--- src/rtl/decode_stage.sv ---
// RV32I decode stage between IF and EX: combinational decode and register-file read,
// ID/EX output register with valid/ready on both sides, flush, and a one-bubble load-use interlock.
module decode_stage #(
    parameter int PC_W   = 16,
    parameter int XLEN   = 32,
    parameter int REG_AW = 5
) (
    input  logic              clk,
    input  logic              rst,
    input  logic              in_valid,
    output logic              in_ready,
    input  logic [PC_W-1:0]   pc_i,
    input  logic [31:0]       inst_i,
    input  logic              flush,
    output logic              rs1_re,
    output logic [REG_AW-1:0] rs1_addr,
    input  logic [XLEN-1:0]   rs1_data_i,
    output logic              rs2_re,
    output logic [REG_AW-1:0] rs2_addr,
    input  logic [XLEN-1:0]   rs2_data_i,
    output logic              out_valid,
    input  logic              out_ready,
    output logic [PC_W-1:0]   out_pc,
    output logic [6:0]        out_opcode,
    output logic [2:0]        out_funct3,
    output logic [6:0]        out_funct7,
    output logic [XLEN-1:0]   out_imm,
    output logic [XLEN-1:0]   out_rs1_data,
    output logic [XLEN-1:0]   out_rs2_data,
    output logic              out_rd_we,
    output logic [REG_AW-1:0] out_rd_addr,
    output logic              out_is_load,
    output logic              out_illegal
);
    localparam logic [6:0] OPC_LUI    = 7'b0110111;
    localparam logic [6:0] OPC_AUIPC  = 7'b0010111;
    localparam logic [6:0] OPC_JAL    = 7'b1101111;
    localparam logic [6:0] OPC_JALR   = 7'b1100111;
    localparam logic [6:0] OPC_BRANCH = 7'b1100011;
    localparam logic [6:0] OPC_STORE  = 7'b0100011;
    localparam logic [6:0] OPC_LOAD   = 7'b0000011;
    localparam logic [6:0] OPC_OPIMM  = 7'b0010011;
    localparam logic [6:0] OPC_OP     = 7'b0110011;
    localparam logic [6:0] OPC_FENCE  = 7'b0001111;
    localparam logic [6:0] OPC_SYSTEM = 7'b1110011;

    function automatic logic [XLEN-1:0] sext32(input logic [31:0] v);
        logic [XLEN-1:0] r;
        r       = {XLEN{v[31]}};
        r[31:0] = v;
        return r;
    endfunction

    function automatic logic [XLEN-1:0] imm_i(input logic [31:0] w);
        return sext32({{20{w[31]}}, w[31:20]});
    endfunction

    function automatic logic [XLEN-1:0] imm_s(input logic [31:0] w);
        return sext32({{20{w[31]}}, w[31:25], w[11:7]});
    endfunction

    function automatic logic [XLEN-1:0] imm_b(input logic [31:0] w);
        return sext32({{19{w[31]}}, w[31], w[7], w[30:25], w[11:8], 1'b0});
    endfunction

    function automatic logic [XLEN-1:0] imm_u(input logic [31:0] w);
        return sext32({w[31:12], 12'h000});
    endfunction

    function automatic logic [XLEN-1:0] imm_j(input logic [31:0] w);
        return sext32({{11{w[31]}}, w[31], w[19:12], w[20], w[30:21], 1'b0});
    endfunction

    logic [6:0]        opcode_s;
    logic [2:0]        funct3_s;
    logic [REG_AW-1:0] rd_field_s;
    logic              rs1_re_s;
    logic              rs2_re_s;
    logic              rd_we_raw_s;
    logic              rd_we_s;
    logic [REG_AW-1:0] rd_addr_s;
    logic              is_load_s;
    logic              illegal_s;
    logic [XLEN-1:0]   imm_val_s;
    logic              hazard_s;
    logic              upd_s;
    logic              acc_s;

    logic              out_valid_r;
    logic [PC_W-1:0]   out_pc_r;
    logic [6:0]        out_opcode_r;
    logic [2:0]        out_funct3_r;
    logic [6:0]        out_funct7_r;
    logic [XLEN-1:0]   out_imm_r;
    logic [XLEN-1:0]   out_rs1_data_r;
    logic [XLEN-1:0]   out_rs2_data_r;
    logic              out_rd_we_r;
    logic [REG_AW-1:0] out_rd_addr_r;
    logic              out_is_load_r;
    logic              out_illegal_r;

    assign opcode_s   = inst_i[6:0];
    assign funct3_s   = inst_i[14:12];
    assign rd_field_s = REG_AW'(inst_i[11:7]);

    // Opcode decode: operand enables, write-back intent and immediate format.
    always_comb begin
        rs1_re_s    = 1'b0;
        rs2_re_s    = 1'b0;
        rd_we_raw_s = 1'b0;
        is_load_s   = 1'b0;
        illegal_s   = 1'b0;
        imm_val_s   = '0;
        case (opcode_s)
            OPC_LUI, OPC_AUIPC: begin
                imm_val_s   = imm_u(inst_i);
                rd_we_raw_s = 1'b1;
            end
            OPC_JAL: begin
                imm_val_s   = imm_j(inst_i);
                rd_we_raw_s = 1'b1;
            end
            OPC_JALR: begin
                imm_val_s   = imm_i(inst_i);
                rs1_re_s    = 1'b1;
                rd_we_raw_s = 1'b1;
            end
            OPC_BRANCH: begin
                imm_val_s = imm_b(inst_i);
                rs1_re_s  = 1'b1;
                rs2_re_s  = 1'b1;
            end
            OPC_STORE: begin
                imm_val_s = imm_s(inst_i);
                rs1_re_s  = 1'b1;
                rs2_re_s  = 1'b1;
            end
            OPC_LOAD: begin
                imm_val_s   = imm_i(inst_i);
                rs1_re_s    = 1'b1;
                rd_we_raw_s = 1'b1;
                is_load_s   = 1'b1;
            end
            OPC_OPIMM: begin
                rs1_re_s    = 1'b1;
                rd_we_raw_s = 1'b1;
                // Shifts carry an unsigned shift amount, not a sign-extended immediate.
                if ((funct3_s == 3'b001) || (funct3_s == 3'b101)) begin
                    imm_val_s = XLEN'(inst_i[24:20]);
                end else begin
                    imm_val_s = imm_i(inst_i);
                end
            end
            OPC_OP: begin
                rs1_re_s    = 1'b1;
                rs2_re_s    = 1'b1;
                rd_we_raw_s = 1'b1;
            end
            OPC_FENCE, OPC_SYSTEM: begin
                illegal_s = 1'b0;
            end
            default: begin
                illegal_s = 1'b1;
            end
        endcase
    end

    assign rd_we_s   = rd_we_raw_s & (rd_field_s != {REG_AW{1'b0}});
    assign rd_addr_s = rd_we_s ? rd_field_s : {REG_AW{1'b0}};
    assign rs1_re    = rs1_re_s;
    assign rs2_re    = rs2_re_s;
    assign rs1_addr  = rs1_re_s ? REG_AW'(inst_i[19:15]) : {REG_AW{1'b0}};
    assign rs2_addr  = rs2_re_s ? REG_AW'(inst_i[24:20]) : {REG_AW{1'b0}};

    // A held load whose destination feeds this instruction blocks acceptance; once EX
    // takes the load the output slot empties, so exactly one bubble results.
    assign hazard_s = out_valid_r & out_is_load_r & out_rd_we_r &
                      ((rs1_re_s & (rs1_addr == out_rd_addr_r)) |
                       (rs2_re_s & (rs2_addr == out_rd_addr_r)));
    assign upd_s    = ~out_valid_r | out_ready;
    assign in_ready = upd_s & ~hazard_s & ~flush;
    assign acc_s    = in_valid & in_ready;

    // ID/EX register: payload loads only on acceptance; flush clears valid regardless of stall.
    always_ff @(posedge clk or negedge rst) begin
        if (!rst) begin
            out_valid_r    <= 1'b0;
            out_pc_r       <= '0;
            out_opcode_r   <= 7'h00;
            out_funct3_r   <= 3'h0;
            out_funct7_r   <= 7'h00;
            out_imm_r      <= '0;
            out_rs1_data_r <= '0;
            out_rs2_data_r <= '0;
            out_rd_we_r    <= 1'b0;
            out_rd_addr_r  <= '0;
            out_is_load_r  <= 1'b0;
            out_illegal_r  <= 1'b0;
        end else if (upd_s || flush) begin
            out_valid_r <= acc_s & ~flush;
            if (acc_s) begin
                out_pc_r       <= pc_i;
                out_opcode_r   <= opcode_s;
                out_funct3_r   <= funct3_s;
                out_funct7_r   <= inst_i[31:25];
                out_imm_r      <= imm_val_s;
                out_rs1_data_r <= rs1_re_s ? rs1_data_i : {XLEN{1'b0}};
                out_rs2_data_r <= rs2_re_s ? rs2_data_i : {XLEN{1'b0}};
                out_rd_we_r    <= rd_we_s;
                out_rd_addr_r  <= rd_addr_s;
                out_is_load_r  <= is_load_s;
                out_illegal_r  <= illegal_s;
            end
        end
    end

    assign out_valid    = out_valid_r;
    assign out_pc       = out_pc_r;
    assign out_opcode   = out_opcode_r;
    assign out_funct3   = out_funct3_r;
    assign out_funct7   = out_funct7_r;
    assign out_imm      = out_imm_r;
    assign out_rs1_data = out_rs1_data_r;
    assign out_rs2_data = out_rs2_data_r;
    assign out_rd_we    = out_rd_we_r;
    assign out_rd_addr  = out_rd_addr_r;
    assign out_is_load  = out_is_load_r;
    assign out_illegal  = out_illegal_r;

endmodule

--- config.mk ---
export PLATFORM = sky130hd
export DESIGN_NAME = decode_stage
export DESIGN_NICKNAME = d
export VERILOG_FILES = /design/src/rtl/decode_stage.sv
export SDC_FILE = /design/constraint.sdc
export NUM_CORES = 1
export LEC_CHECK = 0
export CAP_MARGIN = 20
export CORE_MARGIN = 5
export CORE_UTILIZATION = 47
export CTS_BUF_LIST = sky130_fd_sc_hd__clkbuf_4 sky130_fd_sc_hd__clkbuf_8 sky130_fd_sc_hd__clkbuf_16
export CTS_CLUSTER_SIZE = 12
export DETAILED_ROUTE_END_ITERATION = 8
export PLACE_DENSITY = 0.92
export SYNTH_ARGS = -nofsm -noshare
export SYNTH_HDL_FRONTEND = slang
export SYNTH_SLANG_ARGS = --single-unit
--- constraint.sdc ---
create_clock -name clk -period 3.92 [get_ports clk]
set_clock_uncertainty 0.05 [all_clocks]
set_input_delay 0.588 -clock clk [delete_from_list [all_inputs] [get_ports clk]]
set_output_delay 0.588 -clock clk [all_outputs]
set_load 0.01 [all_outputs]
### Word level (Yosys, flattened, before mapping)

Cells that the tools add are included.

| operators by class | value |
|---|---|
| mux-type cells | 12 |
| equal/unequal tests | 15 |
| bitwise gates (word level) | 15 |
| reductions and logical operators | 10 |

Operators with widths:

| cell | count |
|---|---|
| 32-bit one-hot mux with 6 select lines | 1 |
| 32-bit two-way mux | 3 |
| 7-bit equality test (second input constant) | 4 |
| 7-bit by 6-bit equality test with 1-bit output (second input constant) | 3 |
| 5-bit two-way mux | 3 |
| 7-bit by 5-bit equality test with 1-bit output (second input constant) | 2 |
| 11-bit OR reduction | 1 |
| 1-bit bitwise AND | 10 |
| 5-bit equality test | 2 |
| 7-bit by 2-bit equality test with 1-bit output (second input constant) | 1 |
| 7-bit by 4-bit equality test with 1-bit output (second input constant) | 1 |
| 7-bit OR reduction | 1 |
| 6-bit OR reduction | 1 |
| 1-bit two-way mux | 5 |
| 5-bit nonzero test | 1 |
| 2-bit OR reduction | 2 |
| 3-bit by 1-bit equality test with 1-bit output (second input constant) | 1 |
| 3-bit equality test (second input constant) | 1 |
| 1-bit inverter | 3 |
| 3-bit OR reduction | 1 |
| 1-bit logical OR | 2 |
| 1-bit bitwise OR | 2 |
| 2-bit AND reduction | 1 |

| word-level totals | value |
|---|---|
| register bits | 138 |
| input port bits | 117 |
| word-level logic and storage cells | 64 |
| output and inout port bits | 151 |

### Longest topological paths before layout

| depth | value |
|---|---|
| word-level depth | 13 |
| gate-level depth with buffers | 8 |
| depth with buffers taken out | 5 |

### Worst setup path after synthesis

Ideal clock, no wire load.

| timing | value |
|---|---|
| path type | input -> output |
| start | input inst_i[3] |
| end | output rs2_addr[0] |
| buffers on the path | 3 |
| stages on the path | 6 |
| data arrival time | 1.916 ns |
| setup slack | 1.366 ns |
| data required time | 3.282 ns |
| path through | buf_2 and4bb_1 and3_1 buf_2 clkbuf_1 and2_1 |

| between the ends | value |
|---|---|
| word-level cells in the longest chain between the ends | 4 |
| elaborated cells on any way between the ends | 6 |
| classes of those cells | eq/ne: 3; mux: 2; reduce/logical: 1 |

Ends and longest elaborated chain:

| element | line | RTL |
|---|---|---|
| from (decl) | 13 | `input logic [31:0] inst_i,` |
| 7-bit by 6-bit equality test with 1-bit output or 7-bit equality test (tied branches) | 114 | `case (opcode_s)` |
| 3-bit OR reduction (no line) (*) | - |  |
| 1-bit two-way mux (*) | 114 |  |
| named net rs2_re | 18 | `output logic rs2_re,` |
| 5-bit two-way mux (*) | 173 | `assign rs2_addr = rs2_re_s ? REG_AW'(inst_i[24:20]) : {REG_AW{1'b0}};` |
| to (decl) | 19 | `output logic [REG_AW-1:0] rs2_addr,` |

The timed path passes the listed nets; every way through them passes the cells marked *.

### Final worst setup path

| timing | value |
|---|---|
| start | input inst_i[2] |
| end | output in_ready |

| between the ends | value |
|---|---|
| word-level cells in the longest chain between the ends | 11 |
| elaborated cells on any way between the ends | 21 |
| classes of those cells | eq/ne: 8; mux: 4; bitwise: 7; reduce/logical: 2 |

Ends and longest elaborated chain:

| element | line | RTL |
|---|---|---|
| 7-bit by 5-bit equality test with 1-bit output, or another cell as far along | 114 |  |
| 6-bit OR reduction (no line) or 3-bit OR reduction (tied branches) | - |  |
| 1-bit two-way mux | 114 |  |
| 5-bit two-way mux, on equally long branches | 172, 173 |  |
| 5-bit equality test, on equally long branches | 178, 179 |  |
| 1-bit bitwise AND, on equally long branches | 178, 179 |  |
| 1-bit bitwise OR (*) | 178 | `((rs1_re_s & (rs1_addr == out_rd_addr_r)) \|` |
| 1-bit bitwise AND (*) | 177 | `assign hazard_s = out_valid_r & out_is_load_r & out_rd_we_r &` |
| 1-bit inverter (*) | 181 | `assign in_ready = upd_s & ~hazard_s & ~flush;` |
| 1-bit bitwise AND (*) (2 in a row) | 181 |  |
| to (decl) | 11 | `output logic in_ready,` |

Mark *: on every way between the ends. The rest lies on a longest branch, timed or not.

==> results.yml <==
cts:
  postCtsHoldBufs: 0
  clk_latency_ns: 0.41
  clk_pin_slew_worst_paths_ns: 0.06
  h-tree-depth: 4
  cts-root-buf: "clkbuf_16"
  cts_resized: 0
  cts_buffers: 17
  clkSinkCount: 138
  cts.path.max_buffers: 2
  cts_setup_buffers: 0
  cts_tree: "built"
synth:
  synth_edf_count: 0
  synth_top_area_share_pct: 53.1
  syn_nets: 689
  synthTopCellsByArea: "dfrtp_1 (53%), mux2i_1 (13%), mux2_4 (7.4%)"
  synth.distinct_cells: 40
  async_reset_ff_share_pct: 100
  synth_warnings: 0
  synth_top_area_cell: "dfrtp_1"
  syn_avg_cell_area_um2: 11.4
  yosys_register_bits: 138
  syn_inst: 572
  ys_seq_area_share_pct: 53.1
  syn-cell-area_um2: 6500
  yosys_most_used_dff: "dfrtp_1"
power:
  pwr_density_cell_nw_per_um2: 389
  power.total_uw: 3880
  switching_share_pct: 22.6
  pwr-share-clk_pct: 42.9
  pwr-share-seq_pct: 40.4
  power.leakage_uw: 0.00466
  p_comb_share_pct: 16.6
  p_sw_uw: 876
  p_int_uw: 3000
  ir_drop_uv: 290
drt:
  drt-total-wl_um: 19000
  wl_per_cell_um: 18.4
  drt_iter0_markers: 245
  drcViolationCount: 0
  postRouteAntennaNets: 0
  dr.pass1.iters: 4
  vias: 5162
  vias_per_cell: 5.01
timing:
  slew_headroom_pct: 41.3
  tns_ns: 0
  setup_viol: 0
  min_period_ns: 3.33
  setup_slack_ns: 0.590
  max_freq_ghz: 0.300
  period_share_pct: 84.9
  rsz0062_at_grt: "false"
  finalHoldViolCount: 0
  timing.hold.ws_ns: 0.224
  worst_pin_slew_ns: 0.880
  slew_viol_final: 0
setup_path:
  r2r_setup_slack_ns: 1.48
  crit_fanout: 8
  r2r-end: "out_rs1_data[10]"
  r2r_start: "out_rd_addr[4]"
  startpoint: "inst_i[2]"
  cp-end-kind: "output port"
  arrival_ns: 2.69
  r2r_cells: 7
  path_class: "in2out"
  critPathMaxStageDelay_ns: 0.63
  crit_end: "in_ready"
  startpoint_type: "input pin"
  crit_chain: "clkdlybuf4s50_1 > and4bb_1 > and3_1 > a41oi_2 > and2_1 > clkdlybuf4s50_1"
  required_ns: 3.28
  crit_slowest_cell: "clkdlybuf4s50_1"
  cpMostUsedCell: "clkdlybuf4s50_1"
layout:
  layout-drive-gt1-share_pct: 11.8
  area_delta_synth_final_pct: 53.2
  nNetsFinal: 954
  antennaDiodeCount: 0
floorplanning:
  coreArea_um2: 13700
  rows: 43
  die_y_um: 128
  io_pins: 268
  die_w_um: 128
  die_area_um2: 16300
  start_util_pct: 47.4
global_route:
  grt_max_degree: 99
  antenna_found_initial: 0
  grt_pass1_wl_um: 29700
  grt_use_total_pct: 23.6
  grt_overflow: 0
  grt_pass1_vias: 5472
placed_design:
  port_buffers: 267
  gp_congestion: 0.943
  pre_cts_ws_ns: 0.591
  place_hpwl_um: 14000
min_path:
  hold_class: "in2async"
flow_run:
  maxCapViolCount: 0
outcome:
  status: "finished clean"
==> through the flow <==
stage	area [um2]	cells	util, %
after floorplan	6500	572	-
after global placement	9330	998	68.0
after detailed placement	9330	998	68.0
after CTS	9960	1030	72.6
after global routing	9960	1030	72.6
final	9960	1030	72.6
==> synth_stat cells, types with 3 or more instances <==
| master | number |
|---|---|
| a22o_1 | 15 |
| mux2_4 | 32 |
| mux2_2 | 18 |
| nand2b_1 | 3 |
| mux2i_1 | 86 |
| and3_1 | 3 |
| buf_2 | 9 |
| a21oi_1 | 12 |
| nand2_1 | 82 |
| o21ai_0 | 6 |
| and2_1 | 12 |
| buf_4 | 8 |
| nand3_1 | 3 |
| inv_1 | 87 |
| nor2_1 | 8 |
| xor2_1 | 8 |
| dfrtp_1 | 138 |
| buf_6 | 5 |
| clkbuf_1 | 10 |
==> cell usage in the layout, fill, tap and decap left out, drive strengths merged, types with 2 or more instances in the layout <==
master         synthesis  final
clkbuf                10     25
buf                   23     13
nand3                  3      3
and3                   3      3
a21oi                 12     12
and3b                  2      2
bufinv                 0      3
o21ai                  6      6
nor2                   8      8
and2                  12     12
clkinv                 0      3
a22o                  15     15
mux2                  51     51
nand3b                 2      2
dfrtp                138    138
nor2b                  2      2
nand2                 82     82
nor4                   2      2
a21boi                 3      3
xor2                   8      8
inv                   87     87
xnor2                  2      2
nand2b                 3      3
clkdlybuf4s50          0    266
mux2i                 86     86
==> registers in the layout, summed over array words and instances, names as in the netlist <==
register,flops
out_rs1_data,32
out_rd_we,1
out_funct3,3
out_imm,32
out_rd_addr,5
out_pc,16
out_is_load,1
out_funct7,7
out_opcode,7
out_illegal,1
out_rs2_data,32
out_valid,1
==> power by group through the flow <==
stage	Combinational, uW	Clock [uW]	Sequential, uW
floorplan	218	0	1630
global placement	636	0	1580
detailed placement	647	0	1590
CTS	652	1690	1570
global route	685	1760	1580
finish	645	1660	1570
==> cell type report <==
type	instances	area, um2
Timing Repair Buffer	279	2790
Inverter	87	327
Clock buffer	25	510
Tap cell	180	225
Sequential cell	138	3450
Fill cell	977	3760
Multi-Input combinational cell	314	2540
Clock inverter	7	113
==> how the worst min path moves through the flow <==
| stage | startpoint | end | depth (start not counted) |
|---|---|---|---|
| 6_report | rst | out_rs1_data[7] | 1 |
| 5_1_grt | rst | out_rs1_data[7] | 1 |
| 4_1_cts | rst | out_rs1_data[7] | 1 |
| 3_5_place_dp | out_imm[4] | out_imm[4] | 1 |
| 3_3_place_gp | out_imm[4] | out_imm[4] | 1 |
| 2_1_floorplan | rst | out_funct3[0] | 0 |
==> logic make-up (layout without fill, tap and decap cells) <==
kind of cell,count (synthesis),after routing,synth area share [%]
xor+xnor,10,10,1.35
flops,138,138,53.1
simple gates,124,124,8.66
mux,137,137,23.9
buf+inv,120,398,8.14
compound gates,43,43,4.78
==> routing by layer <==
metal	global-route usage [%]	wire length [um]
met1	27.8	7250
met2	39.5	9520
met3	7.65	1550
met4	10.2	634
met5	0	0
==> critical path: cells and delay by family <==
kind | cells | cell delay, ns
and+or+nand+nor | 3 | 0.66
buffers and inverters | 2 | 1.22
AOI/OAI and AO/OA | 1 | 0.21
(Power assumes the default switching activity.)
